==> src/rtl/module_bcd_display_ctrl_pkg.sv <==
// Shared types and constants for the BCD display controller.
package pkg_bcd_display;

    localparam int unsigned BIN_W  = 12;
    localparam int unsigned BCD_W  = 16;
    localparam int unsigned DIGITS = 4;

    localparam logic [6:0] SEG_BLANK = 7'b1111111;
    localparam logic [6:0] SEG_ZERO  = 7'b1000000;

    typedef enum logic [1:0] {
        StIdle,
        StConv,
        StCommit
    } state_e;

endpackage

==> src/rtl/module_bcd_display_ctrl_seg7_decoder.sv <==
// BCD nibble to active-low 7-segment pattern {g,f,e,d,c,b,a}; non-decimal nibbles blank.
module module_seg7_decoder
    import pkg_bcd_display::*;
(
    input  logic [3:0] bcd_i,
    input  logic       blank_i,
    output logic [6:0] seg_o
);

    // Segment lookup with forced blank override.
    always_comb begin
        seg_o = SEG_BLANK;
        if (!blank_i) begin
            unique case (bcd_i)
                4'd0:    seg_o = 7'b1000000;
                4'd1:    seg_o = 7'b1111001;
                4'd2:    seg_o = 7'b0100100;
                4'd3:    seg_o = 7'b0110000;
                4'd4:    seg_o = 7'b0011001;
                4'd5:    seg_o = 7'b0010010;
                4'd6:    seg_o = 7'b0000010;
                4'd7:    seg_o = 7'b1111000;
                4'd8:    seg_o = 7'b0000000;
                4'd9:    seg_o = 7'b0010000;
                default: seg_o = SEG_BLANK;
            endcase
        end
    end

endmodule

==> src/rtl/module_bcd_display_ctrl.sv <==
// Binary-to-BCD converter (shift-add-3, one shift per clock) with a multiplexed
// 4-digit common-anode 7-segment scanner driven from the committed result.
module module_bcd_display_ctrl
    import pkg_bcd_display::*;
#(
    parameter int unsigned REFRESH_DIV   = 27000,
    parameter bit          BLANK_LEADING = 1'b1
) (
    input  logic             i_clk,
    input  logic             i_rst,
    input  logic             i_valid,
    output logic             o_ready,
    input  logic [BIN_W-1:0] i_bin,
    output logic [BCD_W-1:0] o_bcd,
    output logic             o_bcd_valid,
    output logic [DIGITS-1:0] o_anodes,
    output logic [6:0]       o_segments
);

    localparam int unsigned CntW = $clog2(REFRESH_DIV);

    state_e             state_q, state_d;
    logic [BIN_W-1:0]   shift_q, shift_d;
    logic [BCD_W-1:0]   scratch_q, scratch_d;
    logic [3:0]         cnt_q, cnt_d;
    logic [BCD_W-1:0]   bcd_q, bcd_d;
    logic               bcd_valid_q, bcd_valid_d;
    logic [BCD_W-1:0]   corr;

    logic [CntW-1:0]    refresh_q;
    logic [1:0]         idx_q;
    logic [DIGITS-1:0]  anodes_q;
    logic [6:0]         segments_q;
    logic [3:0]         sel_nib;
    logic               sel_blank;
    logic [6:0]         seg_next;
    logic               refresh_wrap;

    // FSM state register.
    always_ff @(posedge i_clk) begin
        if (i_rst) state_q <= StIdle;
        else       state_q <= state_d;
    end

    // FSM next-state logic.
    always_comb begin
        state_d = state_q;
        unique case (state_q)
            StIdle:   if (i_valid) state_d = StConv;
            StConv:   if (cnt_q == 4'd11) state_d = StCommit;
            StCommit: state_d = StIdle;
            default:  state_d = StIdle;
        endcase
    end

    // FSM outputs decoded from the state register.
    always_comb begin
        o_ready = (state_q == StIdle);
    end

    // Add-3 correction on every nibble, all judged on pre-correction values.
    always_comb begin
        corr = scratch_q;
        for (int n = 0; n < 4; n++) begin
            if (scratch_q[4*n +: 4] >= 4'd5) corr[4*n +: 4] = scratch_q[4*n +: 4] + 4'd3;
        end
    end

    // Conversion datapath next-state.
    always_comb begin
        shift_d     = shift_q;
        scratch_d   = scratch_q;
        cnt_d       = cnt_q;
        bcd_d       = bcd_q;
        bcd_valid_d = 1'b0;
        unique case (state_q)
            StIdle: begin
                if (i_valid) begin
                    shift_d   = i_bin;
                    scratch_d = '0;
                    cnt_d     = 4'd0;
                end
            end
            StConv: begin
                scratch_d = {corr[BCD_W-2:0], shift_q[BIN_W-1]};
                shift_d   = {shift_q[BIN_W-2:0], 1'b0};
                cnt_d     = cnt_q + 4'd1;
            end
            StCommit: begin
                bcd_d       = scratch_q;
                bcd_valid_d = 1'b1;
            end
            default: ;
        endcase
    end

    // Conversion datapath registers.
    always_ff @(posedge i_clk) begin
        if (i_rst) begin
            shift_q     <= '0;
            scratch_q   <= '0;
            cnt_q       <= 4'd0;
            bcd_q       <= '0;
            bcd_valid_q <= 1'b0;
        end else begin
            shift_q     <= shift_d;
            scratch_q   <= scratch_d;
            cnt_q       <= cnt_d;
            bcd_q       <= bcd_d;
            bcd_valid_q <= bcd_valid_d;
        end
    end

    assign refresh_wrap = (refresh_q == CntW'(REFRESH_DIV - 1));

    // Select the nibble for the current digit and decide leading-zero blanking.
    always_comb begin
        sel_nib   = bcd_q[3:0];
        sel_blank = 1'b0;
        unique case (idx_q)
            2'd0: sel_nib = bcd_q[3:0];
            2'd1: begin
                sel_nib   = bcd_q[7:4];
                sel_blank = BLANK_LEADING && (bcd_q[15:4] == 12'd0);
            end
            2'd2: begin
                sel_nib   = bcd_q[11:8];
                sel_blank = BLANK_LEADING && (bcd_q[15:8] == 8'd0);
            end
            2'd3: begin
                sel_nib   = bcd_q[15:12];
                sel_blank = BLANK_LEADING && (bcd_q[15:12] == 4'd0);
            end
            default: ;
        endcase
    end

    module_seg7_decoder u_dec (
        .bcd_i   (sel_nib),
        .blank_i (sel_blank),
        .seg_o   (seg_next)
    );

    // Scan counter, digit index, and anode/segment registers updated together.
    always_ff @(posedge i_clk) begin
        if (i_rst) begin
            refresh_q  <= '0;
            idx_q      <= 2'd0;
            anodes_q   <= 4'b1110;
            segments_q <= SEG_ZERO;
        end else begin
            refresh_q  <= refresh_wrap ? '0 : refresh_q + CntW'(1);
            if (refresh_wrap) idx_q <= idx_q + 2'd1;
            anodes_q   <= ~(4'b0001 << idx_q);
            segments_q <= seg_next;
        end
    end

    assign o_bcd       = bcd_q;
    assign o_bcd_valid = bcd_valid_q;
    assign o_anodes    = anodes_q;
    assign o_segments  = segments_q;

endmodule

==> config.mk <==
export PLATFORM = sky130hd
export DESIGN_NAME = module_bcd_display_ctrl
export DESIGN_NICKNAME = d
export VERILOG_FILES = /design/src/rtl/module_bcd_display_ctrl_pkg.sv /design/src/rtl/module_bcd_display_ctrl_seg7_decoder.sv /design/src/rtl/module_bcd_display_ctrl.sv
export SDC_FILE = /design/constraint.sdc
export NUM_CORES = 1
export LEC_CHECK = 0
export CORE_MARGIN = 5
export CORE_UTILIZATION = 50
export DETAILED_ROUTE_END_ITERATION = 6
export GPL_ROUTABILITY_DRIVEN = 1
export PLACE_DENSITY = 0.76
export SYNTH_ARGS = -nofsm -noshare
export SYNTH_HDL_FRONTEND = slang
export SYNTH_SLANG_ARGS = --single-unit
==> constraint.sdc <==
create_clock -name i_clk -period 2 [get_ports i_clk]
set_input_delay 0.6 -clock i_clk [delete_from_list [all_inputs] [get_ports i_clk]]
set_output_delay 0.6 -clock i_clk [all_outputs]
set_load 0.01 [all_outputs]
==> flow_summary.toml, run 1 <==
[sta]
fin_ws_ps = -61.4
fin_skew_ps = 7.14
rsz0062_at_grt = "yes"
setup_viol = 3
fin_crit_sh = 1.03
hold_viol_final = 0
setup_tns_ps = -101
period_minus_slack_ps = 2060
tightest_slew_ps = 641
relSlewSlack = 0.573
fmax_mhz = 485
final-max-slew-violation-count = 0

[floorplanning]
row_count = 31
dieArea_um2 = 9160
die_height_um = 95.7
num_io_pins = 44
die_w_um = 95.7
start_util = 0.509
core_um2 = 7210

[finish]
nets = 536
design_area_um2 = 4730
syn_to_final_growth_pct = 28.8
n_antenna_cell = 0
final_common_cell = "dfxtp_1"
drive_gt1_frac = 0.152
layout_common_cells = "dfxtp_1 (77), nor2_1 (61), nand2_1 (45), clkdlybuf4s50_1 (40), a21oi_1 (39)"
final_util = 0.655

[synth]
ys_types = 46
ys_seq_area_frac = 0.431
synth_top_family_by_area = "simple AND/OR/NAND/NOR gates"
avgSynthCellArea_um2 = 8.36
synth_xor_area_frac = 0.0525
yosys_warnings = 0
synth-seq-cells = 79
synthMuxAreaShare = 0.0136
synth.net_count = 474
async_flop_share = 0
synth_adder_area_share = 0.0682
synth_edf_count = 0
yosys.area_share.simple = 0.218
synth_area_um2 = 3670
syn_inst = 439
synth_ff_type = "dfxtp_1"
synth_compound_area_frac = 0.163

[pwr]
leakagePower_nw = 1.83
clock_power_share = 0.383
powerDensity_nw_per_um2 = 640
sequentialPowerShare = 0.539
combPwrFrac = 0.078
p_sw_w = 0.000736
p_sw_frac = 0.243
p_int_w = 0.00229
ir_drop_uv = 402
power_w = 0.00303

[place]
place_congestion = 0.825
dp_slack_ps = -36.8
place_area_um2 = 4350
portBuffers = 43
dp_hpwl_um = 5850

[drt]
drc_errors = 0
postRouteAntennaNets = 0
viasPerCell = 5.41
drt_pre_antenna_iters = 5
vias = 3273
routed_wl_um = 8580
drt_iter0_drc = 168
drt-wirelength-per-cell_um = 14.2

[global_routing]
track_usage = 0.195
grt_pass1_vias = 3028
grt-ovfl-total = 0
grt_start_max_net_pins = 39
antenna_found_initial = 0
grt_pass1_wl_um = 14000

[worst_setup_path]
rr_startpoint = "idx_q[1]"
cp-end-kind = "register"
crit_path_max_fanout = 4
critPathCapture = "o_segments[0]"
arrival_ps = 2340
reg2regPathDepth = 10
r2r-end = "o_segments[0]"
path_class = "register to register"
cp.required_ps = 2280
critPathLaunch = "idx_q[1]"
start_kind = "register"
r2r_setup_slack_ps = -60

[cts]
clk_pin_slew_worst_paths_ps = 80
root_buffer = "clkbuf_8"
cts_buffers = 9
clockBufferDepth = 2
cts_hold_buf = 0
cts.sinks = 79
htree_num_levels = 3
cts_tree = "done"
clk_latency_ps = 340

[run_status]
outcome = "complete, but fails checks"
violations = "negative setup slack"

[worst_hold_path]
hp-class = "register to register"

[job]
max-cap-violations = 0
## cells in the mapped netlist, drive strengths merged (2+ instances only)
cell type  number  share of area
dfxtp          79           0.43
or4             2         0.0041
clkbuf         19          0.019
nor2           62          0.063
nand3b          3         0.0061
nand2          45          0.046
mux2i           5          0.014
o21ai          14          0.019
xnor2          12          0.029
o31ai           2         0.0041
xor2           10          0.024
a222oi          6          0.016
a22o            4         0.0095
inv            24          0.025
buf             6         0.0095
a21o            6          0.012
a32oi           3         0.0072
o211ai          4         0.0082
nor2b          10          0.017
or2             2         0.0034
a21oi          40          0.055
a22oi           7          0.014
nand2b         11          0.019
o221a           2         0.0061
nor4            2         0.0034
nor3           13          0.019
nand3          12          0.018
nand4b          2         0.0048
ha             20          0.068
and4            2         0.0048
## worst min path at each step
stage,startpoint,endpoint,cells after the start
after global placement,refresh_q[0],refresh_q[0],1
final,refresh_q[0],refresh_q[0],1
after CTS,refresh_q[0],refresh_q[0],1
after detailed placement,refresh_q[0],refresh_q[0],1
after floorplan,refresh_q[0],refresh_q[0],1
after global routing,refresh_q[0],refresh_q[0],1
## through the flow
step           hold WS, ps  cells
3_5_place_dp           452    586
2_1_floorplan          426    439
6_report               471    605
5_1_grt                482    605
4_1_cts                470    602
3_3_place_gp           440    586
## kinds of logic after synthesis
logic type                 count (synthesis)
and+or+nand+nor                          171
AOI/OAI and AO/OA                         93
DFF                                       79
buffers and inverters                     49
xor gates and xnor gates                  22
adders and majority gates                 20
muxes                                      5
## metal layers
metal  vias to the layer above  part of all wire  wire (um)  GRT usage
met5                         -                 0          0          0
met4                         0             0.014        122     0.0604
met3                        13             0.061        525     0.0426
met2                        86              0.47       4010      0.310
met1                      1554              0.46       3920      0.264
li1                       1620                 -          -          -
## power by group through the flow
stage	Sequential, W	Clock (W)	Combinational, W
finish	0.00163	0.00116	0.000236
global route	0.00164	0.00125	0.000266
CTS	0.00163	0.00118	0.000236
detailed placement	0.00167	0	0.000233
global placement	0.00167	0	0.000230
floorplan	0.00167	0	0.000152
## sequential cells by signal, indices dropped and copies added (netlist names)
name,count
o_bcd,16
scratch_q,16
refresh_q,15
shift_q,12
o_segments,7
cnt_q,4
o_anodes,4
idx_q,2
state_q,2
o_bcd_valid,1
## timing repair
action / 4_1_cts / 5_1_grt
pin swaps: 1 / 8
resized for setup: 5 / 37
gates cloned: 0 / 0
buffers inserted: 0 / 3
setup endpoints to repair: 4 / 9
## layout make-up
cell class | instances | area [um^2]
clock buffers | 11 | 131
flip-flops and latches | 79 | 1590
fillers | 621 | 2490
repair buffers | 76 | 698
clock inverters | 5 | 58.8
multi-input cells | 311 | 2040
inverters | 24 | 90.1
well taps | 99 | 124
## critical path, cell delays in order, from the launching register on
cell	delay (ps)
dfxtp_2	330
buf_6	120
ha_4	160
a222oi_1	510
mux2i_4	170
inv_2	120
buf_4	130
buf_4	100
ha_2	150
o21ai_1	60
o21ai_1	120
(Power assumes the default switching activity.)
==> inputs of run 2 (changes only) <==
Settings changed: CORE_ASPECT_RATIO from default to 0.5.
==> run 2 against run 1 <==
Compared with the run above: sequential share of layout area down 0.23 points; the flow still finishes with violations (negative setup slack); routed wire length down 1.9%; cell count is 0.99% lower; die area grew 1.1%.
==> flow_summary.toml, run 2 (synthesized netlist as in run 1, its figures left out) <==
[global_routing]
grt_pass1_vias = 3008
antenna_found_initial = 0
grt_start_max_net_pins = 22
grt_pass1_wl_um = 14200
track_usage = 0.184
grt-ovfl-total = 0

[drt]
routed_wl_um = 8410
viasPerCell = 5.26
drt_iter0_drc = 238
vias = 3151
postRouteAntennaNets = 0
drt_pre_antenna_iters = 4
drc_errors = 0
drt-wirelength-per-cell_um = 14.0

[worst_setup_path]
cp-end-kind = "register"
r2r_setup_slack_ps = -70
path_class = "register to register"
rr_startpoint = "idx_q[1]"
r2r-end = "o_segments[3]"
arrival_ps = 2340
start_kind = "register"
reg2regPathDepth = 10
cp.required_ps = 2260
crit_path_max_fanout = 6

[finish]
stdcell_count = 599
layout_common_cells = "dfxtp_1 (77), nor2_1 (62), nand2_1 (45), clkdlybuf4s50_1 (42), a21oi_1 (39)"
design_area_um2 = 4760
syn_to_final_growth_pct = 29.7
nets = 534
drive_gt1_frac = 0.135
final_util = 0.658
final_common_cell = "dfxtp_1"
fill_cells = 590
n_antenna_cell = 0

[cts]
clk_pin_slew_worst_paths_ps = 60
cts_hold_buf = 0
htree_num_levels = 3
clockBufferDepth = 2
cts.sinks = 79
cts_buffers = 9
cts_tree = "done"
root_buffer = "clkbuf_16"
clk_latency_ps = 330

[place]
dp_hpwl_um = 5590
place_area_um2 = 4340
place_congestion = 0.874
portBuffers = 43
post-place-cells = 583

[worst_hold_path]
worstHoldStart = "refresh_q[0]"
hold_depth = 1
hold_path_end = "refresh_q[0]"
hp-class = "register to register"

[floorplanning]
die_w_um = 131
core_um2 = 7240
dieArea_um2 = 9260
die_height_um = 70.6
start_util = 0.507
row_count = 22
num_io_pins = 44

[run_status]
violations = "negative setup slack"
outcome = "complete, but fails checks"

[pwr]
powerDensity_nw_per_um2 = 753
leakagePower_nw = 1.85
ir_drop_uv = 390

[sta]
hold-worst-slack_ps = 459
period_minus_slack_ps = 2070
fin_crit_sh = 1.04
fin_ws_ps = -72.0
final-max-slew-violation-count = 0
relSlewSlack = 0.564
hold_viol_final = 0
fin_skew_ps = 5.62
tightest_slew_ps = 655
fmax_mhz = 483
rsz0062_at_grt = "yes"
setup_viol = 5
setup_tns_ps = -190

[job]
max-cap-violations = 0
[run 2: cell count changes in the layout (fill, tap and decap cells not counted), sizes merged]
cell,delta
dlymetal6s2s,-2
buf,-2
clkinvlp,-2
clkdlybuf4s50,+2
bufinv,+1
[run 2: worst max path at each step]
| stage | from | endpoint | slack (ps) | cells after the start |
|---|---|---|---|---|
| after global routing | idx_q[1] | o_segments[3] | -210 | 10 |
| final | idx_q[1] | o_segments[3] | -70 | 10 |
| after detailed placement | idx_q[0] | o_segments[3] | -80 | 10 |
| after global placement | i_valid | scratch_q[11] | 20 | 5 |
| after CTS | idx_q[1] | o_segments[6] | 0.7 | 9 |
| after floorplan | idx_q[0] | o_segments[0] | 80 | 10 |
[run 2: worst max-delay path, stage by stage, from the launching register on]
cell and delay (ps):
dfxtp_2 330, buf_6 130, ha_4 170, a222oi_1 500, mux2i_4 220, inv_2 120, ha_1 140, inv_1 40
a21oi_2 140, o21ai_1 90, o21ai_1 120
[run 2: timing repair]
item,in CTS,in global routing
buffers inserted,2,0
gates resized for setup,6,26
pin swaps,1,6
setup endpoints to repair,7,7
[run 2: cell type report]
| class | instances | area (um^2) | area share |
|---|---|---|---|
| repair buffers | 74 | 666 | 0.140 |
| well taps | 96 | 120 | 0.0252 |
| flip-flops and latches | 79 | 1590 | 0.333 |
| clock buffers | 11 | 243 | 0.0510 |
| inverters | 24 | 95.1 | 0.0200 |
| clock inverters | 4 | 70.1 | 0.0147 |
| multi-input cells | 311 | 1980 | 0.416 |
[run 2: per-stage QoR]
stage | total power [W] | setup slack (ps)
global placement | 0.00190 | 23.4
global route | 0.00373 | -209
floorplan | 0.00182 | 83.9
detailed placement | 0.00190 | -78.9
CTS | 0.00363 | 0.711
finish | 0.00359 | -72.0
[run 2: where the power goes]
group	internal, W	switching (W)
combinational	0.000101	0.000130
sequential	0.00161	0.0000255
clock	0.00111	0.000603
total	0.00283	0.000759
[run 2: per-layer routing]
metal / track usage / routed length, um / vias to the layer above
met1: 0.226 / 3900 / 1453
met2: 0.310 / 3970 / 68
met3: 0.0589 / 417 / 13
met5: 0 / 0 / -
met4: 0.0576 / 129 / 0
li1: - / - / 1617
==> inputs of run 3 (changes only) <==
Settings changed: CORE_UTILIZATION 50 to 60, PLACE_DENSITY 0.76 to 0.85.
Clock period 2 ns to 2.4 ns, I/O delays scaled along.
==> run 3 against run 2 <==
Compared with the run above: the flow now finishes without violations; die area is 15% lower; clock skew is 1.4 ps higher; flip-flop and latch count stayed put; via count is 1.0% lower; routed wire length is 4.4% lower; sequential share of layout area is 1.6 points higher; sequential power is 16% lower; global-route usage is 3.7 points higher; clock power is 9% lower; maximum frequency is 9.3% lower; cell count is 6.2% lower.
==> flow_summary.toml, run 3 (synthesized netlist as in run 1, its figures left out) <==
[sta]
hold-worst-slack_ps = 459
final-max-slew-violation-count = 0
setup_viol = 0
hold_viol_final = 0
period_minus_slack_ps = 2280
fmax_mhz = 438
fin_skew_ps = 6.99
fin_ws_ps = 115
fin_crit_sh = 0.952
relSlewSlack = 0.617
tightest_slew_ps = 574

[worst_hold_path]
worstHoldStart = "refresh_q[0]"
hp-class = "register to register"

[run_status]
outcome = "completed"

[finish]
layout_common_cells = "dfxtp_1 (78), nor2_1 (62), nand2_1 (45), clkdlybuf4s50_1 (42), a21oi_1 (40)"
drive_gt1_frac = 0.0763
stdcell_count = 562
fill_cells = 451
nets = 515
regArea_um2 = 1580
multiInputGateArea_um2 = 1900
final_common_cell = "dfxtp_1"
syn_to_final_growth_pct = 23.4
n_antenna_cell = 0

[worst_setup_path]
r2r-end = "o_segments[6]"
reg2regPathDepth = 9
critPathCapture = "o_segments[6]"
arrival_ps = 2480
cp-end-kind = "register"
r2r_setup_slack_ps = 120
cp.required_ps = 2600
path_class = "register to register"
start_kind = "register"
critPathLaunch = "idx_q[1]"
rr_startpoint = "idx_q[1]"
crit_path_max_fanout = 6

[place]
place_congestion = 0.811
post-place-cells = 545
dp_slack_ps = 159
dp_hpwl_um = 5460
portBuffers = 43

[drt]
postRouteAntennaNets = 0
routed_wl_um = 8040
viasPerCell = 5.55
drc_errors = 0
drt-wirelength-per-cell_um = 14.3
drt_iter0_drc = 246
drt_pre_antenna_iters = 4
vias = 3119

[floorplanning]
row_count = 20
num_io_pins = 44
dieArea_um2 = 7880
start_util = 0.611
die_w_um = 121
die_height_um = 65.3
core_um2 = 6010

[cts]
clk_pin_slew_worst_paths_ps = 60
cts_tree = "done"
root_buffer = "clkbuf_16"
htree_num_levels = 3
cts.sinks = 79
cts_buffers = 9
clk_latency_ps = 340
clockBufferDepth = 2

[global_routing]
use_met2 = 0.392
grt-ovfl-total = 0
grt_start_max_net_pins = 44
top_usage_layer = "met2"
grt_use_met1 = 0.258
track_usage = 0.221
grt_pass1_wl_um = 13800
use_met3 = 0.0696
grt_pass1_vias = 2990
antenna_found_initial = 0

[pwr]
combPwrFrac = 0.061
clock_power_share = 0.500
powerDensity_nw_per_um2 = 687
p_int_w = 0.00246
ir_drop_uv = 583
p_sw_frac = 0.208
leakagePower_nw = 1.77
power_w = 0.00311
sequentialPowerShare = 0.439
p_sw_w = 0.000646

[job]
max-cap-violations = 0
-- run 3: cell count changes in the layout (fill, tap and decap cells not counted), moves of 4 or more --
cell     change
buf_4       -17
ha_1         +5
ha_4         -4
inv_1        +4
o21ai_0      +6
o21ai_1      -6
-- run 3: critical path: stages (launching register included) --
cell,delay [ps]
dfxtp_1,380
inv_1,100
ha_2,220
a222oi_1,480
mux2i_2,190
buf_4,190
ha_1,190
nor3_1,210
a21o_1,110
nand3b_1,80
-- run 3: layer usage --
metal  vias up  share of wire
li1       1578              -
met1      1467           0.44
met2        64           0.49
met3        10          0.058
met4         0          0.011
met5         -              0
-- run 3: timing repair --
item                                    CTS  global route
buffers inserted                          0             1
gates resized for setup                   0             3
hold buffers                              0             0
endpoints found under the setup margin    0             6
-- run 3: worst min path at each step --
stage	slack [ps]	cells after the start	end
floorplan	430	1	refresh_q[0]
global placement	440	1	refresh_q[0]
detailed placement	450	2	shift_q[1]
CTS	470	2	shift_q[1]
global route	480	2	shift_q[1]
finish	460	1	refresh_q[0]
-- run 3: layout make-up --
cell class,instances,share of cell area
multi-input combinational,311,0.419
inverter,24,0.0199
timing repair buffer,55,0.114
sequential,79,0.349
tap,77,0.0213
clock buffer,10,0.0527
clock inverter,6,0.0238
-- run 3: power by group through the flow --
stage                     registers, W  clock network [W]  logic (W)
final                          0.00137            0.00156   0.000189
after global routing           0.00137            0.00165   0.000210
after CTS                      0.00137            0.00158   0.000189
after detailed placement       0.00139                  0   0.000187
after global placement         0.00139                  0   0.000185
after floorplan                0.00139                  0   0.000127
-- run 3: per-stage QoR --
step            util  TNS (ps)  instance area (um^2)
2_1_floorplan      -         0                  3670
3_3_place_gp   0.694         0                  4170
3_5_place_dp   0.694         0                  4170
4_1_cts        0.752         0                  4520
5_1_grt        0.754     -16.7                  4530
6_report       0.754         0                  4530
